**src/rtl/main_fib_engine.sv**
```systemverilog
// Iterative Fibonacci kernel with a go/done handshake.
// A run computes F(N) mod 2^WIDTH in a fixed 2N+3 cycles from the go-sampling edge.
module main_fib_engine #(
    parameter int unsigned WIDTH = 32,
    parameter int unsigned N     = 10
) (
    input  logic             clk,
    input  logic             reset,
    input  logic             go,
    output logic             done,
    output logic [WIDTH-1:0] out
);

    typedef enum logic [2:0] {
        StIdle,
        StInit,
        StCond,
        StBody,
        StDone
    } state_e;

    state_e             state_q, state_d;
    logic [WIDTH-1:0]   a_q, a_d;
    logic [WIDTH-1:0]   b_q, b_d;
    logic [31:0]        i_q, i_d;
    logic [WIDTH-1:0]   out_q, out_d;
    logic               done_q, done_d;

    // Next-state and datapath updates for the iteration FSM.
    always_comb begin
        state_d = state_q;
        a_d     = a_q;
        b_d     = b_q;
        i_d     = i_q;
        out_d   = out_q;
        unique case (state_q)
            StIdle: begin
                if (go) begin
                    state_d = StInit;
                end
            end
            StInit: begin
                a_d     = '0;
                b_d     = {{(WIDTH-1){1'b0}}, 1'b1};
                i_d     = '0;
                state_d = StCond;
            end
            StCond: begin
                if (i_q < N) begin
                    state_d = StBody;
                end else begin
                    out_d   = a_q;
                    state_d = StDone;
                end
            end
            StBody: begin
                a_d     = b_q;
                b_d     = a_q + b_q;  // wraps silently at WIDTH bits
                i_d     = i_q + 32'd1;
                state_d = StCond;
            end
            StDone: begin
                state_d = StIdle;
            end
            default: begin
                state_d = StIdle;
            end
        endcase
        // done is registered so it is high exactly while the FSM sits in StDone.
        done_d = (state_d == StDone);
    end

    // State and datapath registers with asynchronous active-low clear.
    always_ff @(posedge clk or negedge reset) begin
        if (!reset) begin
            state_q <= StIdle;
            a_q     <= '0;
            b_q     <= '0;
            i_q     <= '0;
            out_q   <= '0;
            done_q  <= 1'b0;
        end else begin
            state_q <= state_d;
            a_q     <= a_d;
            b_q     <= b_d;
            i_q     <= i_d;
            out_q   <= out_d;
            done_q  <= done_d;
        end
    end

    assign done = done_q;
    assign out  = out_q;

endmodule

```
**config.mk**
```make
export PLATFORM = sky130hd
export DESIGN_NAME = main_fib_engine
export DESIGN_NICKNAME = d
export VERILOG_FILES = /design/src/rtl/main_fib_engine.sv
export SDC_FILE = /design/constraint.sdc
export NUM_CORES = 1
export LEC_CHECK = 0
export BUFFER_PORTS_ARGS = -buffer_cell sky130_fd_sc_hd__buf_2
export CORE_MARGIN = 2
export CORE_UTILIZATION = 55
export DETAILED_ROUTE_END_ITERATION = 8
export PLACE_DENSITY = 0.73
export SYNTH_ARGS = -nofsm -noshare
export SYNTH_HDL_FRONTEND = slang
export SYNTH_SLANG_ARGS = --single-unit
```
**constraint.sdc**
```tcl
create_clock -name clk -period 7.1 [get_ports clk]
set_input_delay 0.71 -clock clk [delete_from_list [all_inputs] [get_ports clk]]
set_output_delay 0.71 -clock clk [all_outputs]
set_load 0.01 [all_outputs]
```
==> impl_metrics.py, run 1 <==
metrics = {
    "final_layout": {
        "synthToLayoutAreaGrowth_pct": 12.5,
        "antennaDiodeCount": 0,
        "drive_gt1_share_pct": 10.2,
        "design_area_um2": 8150,
        "fill_cells": 1127,
        "fin_nets": 897,
    },
    "timing": {
        "worstMarginPinSlew_ps": 1160,
        "fin_crit_ps": 2780,
        "fmax_ghz": 0.360,
        "skew_ps": 9.65,
        "rsz0062_at_grt": "no",
        "hold_viol": 0,
        "finalMaxSlewViolations": 0,
        "setup_tns_ps": 0,
        "fin_crit_sh_pct": 39.1,
        "setup-violations-final": 0,
        "relSlewSlack_pct": 22.4,
    },
    "clock_network": {
        "clk_pin_slew_ps": 60,
        "cts_resized": 0,
        "post_cts_buffers": 0,
        "cts.path.max_buffers": 2,
        "clock-sinks": 132,
        "cts_tree": "yes",
        "clk_latency_ps": 420,
        "numCtsBuffers": 17,
        "cts_hold_buf": 0,
        "h-tree-depth": 4,
        "cts-root-buf": "clkbuf_16",
    },
    "routing": {
        "vias": 6113,
        "final_antenna_net_count": 0,
        "dr.pass1.iters": 4,
        "wl_mm": 16.5,
        "first_iter_violations": 387,
        "post-route-drc-count": 0,
        "viasPerCell": 5.84,
        "wl_per_cell_um": 15.8,
    },
    "critical_path": {
        "path_cells": "ha_1 > fa_1 > a21oi_1 > o22ai_1 > o2111ai_1 > a21oi_1 > o221ai_1 > o21ai_0 > xnor2_1 > o21ai_0",
        "worstSetupPathType": "register to register",
        "cp_slowest_cell": "fa_1",
        "critical-path-max-stage-delay_ps": 420,
        "required_ps": 7360,
        "crit_path_end_kind": "register",
        "worstPathArrival_ps": 3040,
        "critPathMaxFanout": 3,
        "crit_path_start_kind": "register",
    },
    "synth": {
        "synth_fa_ha_area_share_pct": 5.81,
        "synth_compound_area_share_pct": 16.2,
        "synth_cell_types": 59,
        "ys_ff_latch": 132,
        "synth_mux_area_share_pct": 1.24,
        "synth_edf_count": 0,
        "syn_area_um2": 7240,
        "syn_area_per_cell_um2": 8.51,
        "synth_simple_gate_area_share_pct": 24.3,
        "ys.flop_type": "dfrtp_1",
        "async_reset_ff_share_pct": 100,
        "synth_top_family_by_area": "simple AND/OR/NAND/NOR gates",
        "syn-num-nets": 887,
        "netlist_instances": 851,
        "yosysSeqAreaShare_pct": 45.6,
        "synth_xor_area_share_pct": 3.51,
        "yosys_warnings": 0,
    },
    "die": {
        "rows": 41,
        "die_area_um2": 14100,
        "io_pins": 36,
        "core_area_um2": 12700,
        "fp.dieW_um": 119,
        "initial_core_util_pct": 56.9,
        "fp.dieH_um": 119,
    },
    "place": {
        "gp_congestion": 0.891,
        "dp_hpwl_mm": 10.6,
        "portBuffers": 35,
        "placed_area_um2": 7480,
    },
    "pwr": {
        "ir_drop_v": 0.000269,
        "intPower_mw": 1.56,
        "power.density_nw_per_um2": 282,
        "switching_share_pct": 32.1,
        "power_frac_seq_pct": 37.1,
        "combPwrFrac_pct": 20.0,
        "clockPowerShare_pct": 42.9,
        "p_sw_mw": 0.737,
        "p_leak_nw": 4.16,
    },
    "run_status": {
        "status": "finished clean",
    },
    "grt": {
        "antenna_found_initial": 0,
        "grt_usage_pct": 24.7,
        "grt_max_degree": 84,
        "gr-total-overflow": 0,
        "grt_pass1_wl_mm": 28.6,
        "grt_pass1_vias": 5992,
    },
    "job": {
        "drv_cap": 0,
    },
    "hold_path": {
        "hold_path.class": "input pin to async pin",
    },
}
## power by group through the flow
stage	clock, mW	sequential [mW]	combinational [mW]
final	0.983	0.852	0.459
after global routing	1.03	0.860	0.511
after CTS	0.993	0.852	0.464
after detailed placement	0	0.864	0.462
after global placement	0	0.859	0.444
after floorplan	0	0.859	0.321
## cells in the final DEF (no fill, tap or decap), drive strengths merged, types with 7 or more instances in the layout
cell type | netlist | final
mux2i | 9 | 9
buf | 14 | 40
nand2 | 256 | 256
dfrtp | 132 | 132
and3 | 9 | 9
nor4 | 7 | 7
nor2 | 26 | 26
o31ai | 8 | 8
nand4 | 14 | 14
xnor2 | 14 | 14
xor2 | 15 | 15
a21o | 18 | 18
a21oi | 50 | 50
nor3 | 12 | 12
o21ai | 70 | 70
nand3 | 50 | 50
inv | 12 | 12
clkbuf | 35 | 23
ha | 32 | 32
## path summary, 6_finish.rpt
path | slack, ps | end | from | cells after the start
max | 4320 | b_q[30] | a_q[0] | 10
min | 240 | i_q[8] | reset | 1
max reg2reg | 4320 | b_q[30] | a_q[0] | 10
min reg2reg | 460 | out[3] | out[3] | 2
max in group asynchronous | 5500 | a_q[10] | reset | 2
min in group clk | 460 | out[3] | out[3] | 2
## flip-flops by register name, summed over array words and instances (netlist names)
signal and flops:
a_q 32, b_q 32, done 1, i_q 32, out 32, state_q 3
## cell usage after synthesis (2+ instances only)
library cell,n,area (µm²)
o21bai_1,3,22.5
a22o_1,6,52.6
a21o_1,17,128
nor3_1,12,60.1
nor4_1,7,43.8
a21boi_0,2,15.0
o221ai_1,2,17.5
nor2_1,26,97.6
nor2b_1,3,18.8
nand2_1,256,961
mux2i_1,9,90.1
nand4_4,2,42.5
and4_1,2,17.5
o22ai_1,3,18.8
and2_1,3,18.8
buf_1,7,26.3
xnor2_1,14,123
clkbuf_1,34,128
inv_1,12,45.0
ha_1,32,400
or2_2,2,12.5
and3_1,8,50.1
nand4_1,12,75.1
a41oi_1,5,43.8
a21oi_1,49,245
a31oi_1,5,31.3
buf_2,5,25.0
o21a_1,3,22.5
nand3_1,50,250
o31ai_1,8,60.1
buf_4,2,15.0
dfrtp_1,132,3300
a211oi_2,2,25.0
o21ai_0,67,335
nand2b_1,4,25.0
xor2_1,15,131
o211ai_1,6,45.0
o21ai_1,3,15.0
## worst max-delay path: cells and delay by family, from the launching register on
| kind | cells | cell delay [ps] |
|---|---|---|
| AOI/OAI and AO/OA | 7 | 1400 |
| DFF | 1 | 390 |
| xor gates and xnor gates | 1 | 150 |
| adders and majority gates | 2 | 680 |
## cell type report
| class | count | area [µm²] | area share [%] |
|---|---|---|---|
| tap | 172 | 215 | 2.64 |
| sequential | 132 | 3300 | 40.6 |
| timing repair buffer | 40 | 219 | 2.69 |
| clock buffer | 23 | 488 | 5.99 |
| inverter | 12 | 45.0 | 0.553 |
| clock inverter | 9 | 173 | 2.12 |
| multi-input combinational | 658 | 3700 | 45.5 |
## layer usage
metal / global-route usage [%] / part of all wire, % / up-vias
met3: 5.74 / 4.2 / 21
li1: - / - / 2972
met5: 0 / 0 / -
met4: 7.89 / 1.3 / 0
met1: 31.7 / 45 / 2977
met2: 41.4 / 49 / 143
## per-stage QoR
step	power, mW	utilization (%)	hold WS (ps)	setup slack, ps	cells
2_1_floorplan	1.18	-	414	4660	851
3_3_place_gp	1.30	58.8	452	4400	1014
3_5_place_dp	1.33	58.8	458	4330	1014
4_1_cts	2.31	64.0	270	4320	1046
5_1_grt	2.40	64.0	291	4010	1046
6_report	2.29	64.0	242	4320	1046
## kinds of logic after synthesis
| family | count (synthesis) |
|---|---|
| buffers and inverters | 61 |
| XOR/XNOR | 29 |
| adder cells (fa/ha/maj) | 33 |
| AO/OA/AOI/OAI | 191 |
| flip-flops | 132 |
| AND/OR/NAND/NOR | 396 |
| multiplexers | 9 |
(Power assumes the default switching activity.)
==> inputs of run 2 (changes only) <==
Clock period 7.1 ns to 2.7 ns, I/O delays scaled along.
==> run 2 against run 1 <==
Die area did not move. Sequential power rose to 2.7 times the previous value. Sequential share of layout area fell by 1.2 points. Clock skew rose by 2.6 ps. Clock power rose to 2.7 times the previous value. Final cell count rose by 1.7%. Clock-buffer cell count fell by 2. Largest cell class unchanged.
==> impl_metrics.py, run 2 (synthesis gave the netlist of run 1 again) <==
metrics = {
    "clock_network": {
        "clk_pin_slew_ps": 60,
        "cts_tree": "yes",
        "cts.path.max_buffers": 2,
        "clock-sinks": 132,
        "h-tree-depth": 4,
        "clk_latency_ps": 430,
        "numCtsBuffers": 17,
        "cts-root-buf": "clkbuf_16",
    },
    "critical_path": {
        "r2r_cells": 9,
        "cp_common_cell": "a211oi_4",
        "r2r-end": "b_q[17]",
        "critical_path_depth": 9,
        "critical-path-max-stage-delay_ps": 440,
        "path_cells": "ha_1 > a211oi_4 > o21ai_2 > a221o_1 > a211oi_4 > o21ai_1 > a21oi_1 > xor2_1 > o31ai_1",
        "crit_path_end_kind": "register",
        "cp_slowest_cell": "dfrtp_2",
        "reg2reg_from": "a_q[1]",
        "worstSetupPathType": "register to register",
        "reg2reg_setup_slack_ps": 110,
        "required_ps": 3030,
        "crit_family": "compound AO/OA/AOI/OAI gates",
        "crit_path_start_kind": "register",
        "worstPathArrival_ps": 2920,
        "cp_num_buf_inv": 0,
        "critPathMaxFanout": 4,
    },
    "pwr": {
        "power.density_nw_per_um2": 740,
        "ir_drop_v": 0.000569,
        "p_leak_nw": 4.25,
        "power_mw": 6.21,
    },
    "timing": {
        "hold_ws_ps": 179,
        "setup_tns_ps": 0,
        "worstMarginPinSlew_ps": 649,
        "finalMaxSlewViolations": 0,
        "fmax_ghz": 0.386,
        "setup-violations-final": 0,
        "hold_viol": 0,
        "skew_ps": 12.2,
        "fin_crit_sh_pct": 95.9,
        "relSlewSlack_pct": 56.7,
        "fin_crit_ps": 2590,
    },
    "hold_path": {
        "hold_path.class": "input pin to register",
        "min_to": "state_q[0]",
        "min-delay-start": "go",
        "min_path_cells": 3,
    },
    "final_layout": {
        "design_area_um2": 8390,
        "antennaDiodeCount": 0,
        "drive_gt1_share_pct": 13.7,
        "fill_cells": 1075,
        "final_cell_mix": "nand2_1 (256), dfrtp_1 (131), o21ai_0 (65)",
        "fin_nets": 915,
        "final_common_cell": "nand2_1",
        "synthToLayoutAreaGrowth_pct": 15.9,
    },
    "routing": {
        "wl_per_cell_um": 15.8,
        "dr.pass1.iters": 6,
        "first_iter_violations": 346,
        "post-route-drc-count": 0,
        "vias": 6182,
        "wl_mm": 16.8,
        "viasPerCell": 5.81,
        "final_antenna_net_count": 0,
    },
    "grt": {
        "grt_pass1_wl_mm": 29.1,
        "gr-total-overflow": 0,
        "grt_usage_pct": 25.6,
        "grt_max_degree": 58,
        "antenna_found_initial": 0,
        "grt_pass1_vias": 6131,
    },
    "die": {
        "fp.dieW_um": 119,
        "io_pins": 36,
        "core_area_um2": 12700,
        "rows": 41,
        "die_area_um2": 14100,
        "fp.dieH_um": 119,
        "initial_core_util_pct": 56.9,
    },
    "run_status": {
        "status": "finished clean",
    },
    "place": {
        "gp_congestion": 0.901,
        "placed_area_um2": 7600,
        "dp_hpwl_mm": 11.1,
        "portBuffers": 35,
    },
    "job": {
        "drv_cap": 0,
    },
}
run 2: worst max-delay path by stage:
stage | to | slack, ps | startpoint
global route | b_q[29] | -10 | a_q[1]
floorplan | b_q[28] | 260 | a_q[0]
CTS | b_q[28] | 10 | a_q[0]
finish | b_q[17] | 110 | a_q[1]
detailed placement | b_q[22] | 9 | a_q[0]
global placement | b_q[30] | 80 | a_q[0]
run 2: per-layer routing:
metal | GRT usage (%) | share of wire (%) | vias to the layer above
met2 | 41.4 | 48 | 149
met3 | 5.65 | 4.4 | 41
li1 | - | - | 2997
met4 | 10.4 | 2.4 | 0
met5 | 0 | 0 | -
met1 | 33.3 | 45 | 2995
run 2: worst reg2reg max path, delay by kind of cell, from the launching register on:
kind / cells / cell delay, ps
compound gates: 7 / 1620
flops: 1 / 440
xor+xnor: 1 / 90
fa+ha+maj: 1 / 360
run 2: area by class of cell:
| class | instances | area, µm² | area share (%) |
|---|---|---|---|
| clock inverters | 11 | 196 | 2.34 |
| flip-flops and latches | 132 | 3300 | 39.4 |
| multi-input cells | 658 | 3780 | 45.0 |
| clock buffers | 21 | 480 | 5.73 |
| well taps | 172 | 215 | 2.57 |
| inverters | 12 | 45.0 | 0.537 |
| repair buffers | 58 | 369 | 4.40 |
run 2: timing repair:
action,CTS,global route
hold buffers,1,0
buffers inserted,0,3
endpoints found under the hold margin,55,0
pin swaps,0,9
gates resized for setup,1,17
endpoints found under the setup margin,1,9
run 2: power breakdown:
| group | total (mW) | internal (mW) | switching [mW] |
|---|---|---|---|
| logic | 1.31 | 0.348 | 0.962 |
| registers | 2.28 | 2.11 | 0.171 |
| clock network | 2.62 | 1.74 | 0.882 |
run 2: per-stage QoR:
| step | util, % | setup slack (ps) | instances |
|---|---|---|---|
| 2_1_floorplan | - | 258 | 851 |
| 3_3_place_gp | 59.8 | 78.5 | 1028 |
| 3_5_place_dp | 59.8 | 8.55 | 1028 |
| 4_1_cts | 65.2 | 13.5 | 1061 |
| 5_1_grt | 65.9 | -9.88 | 1064 |
| 6_report | 65.9 | 111 | 1064 |
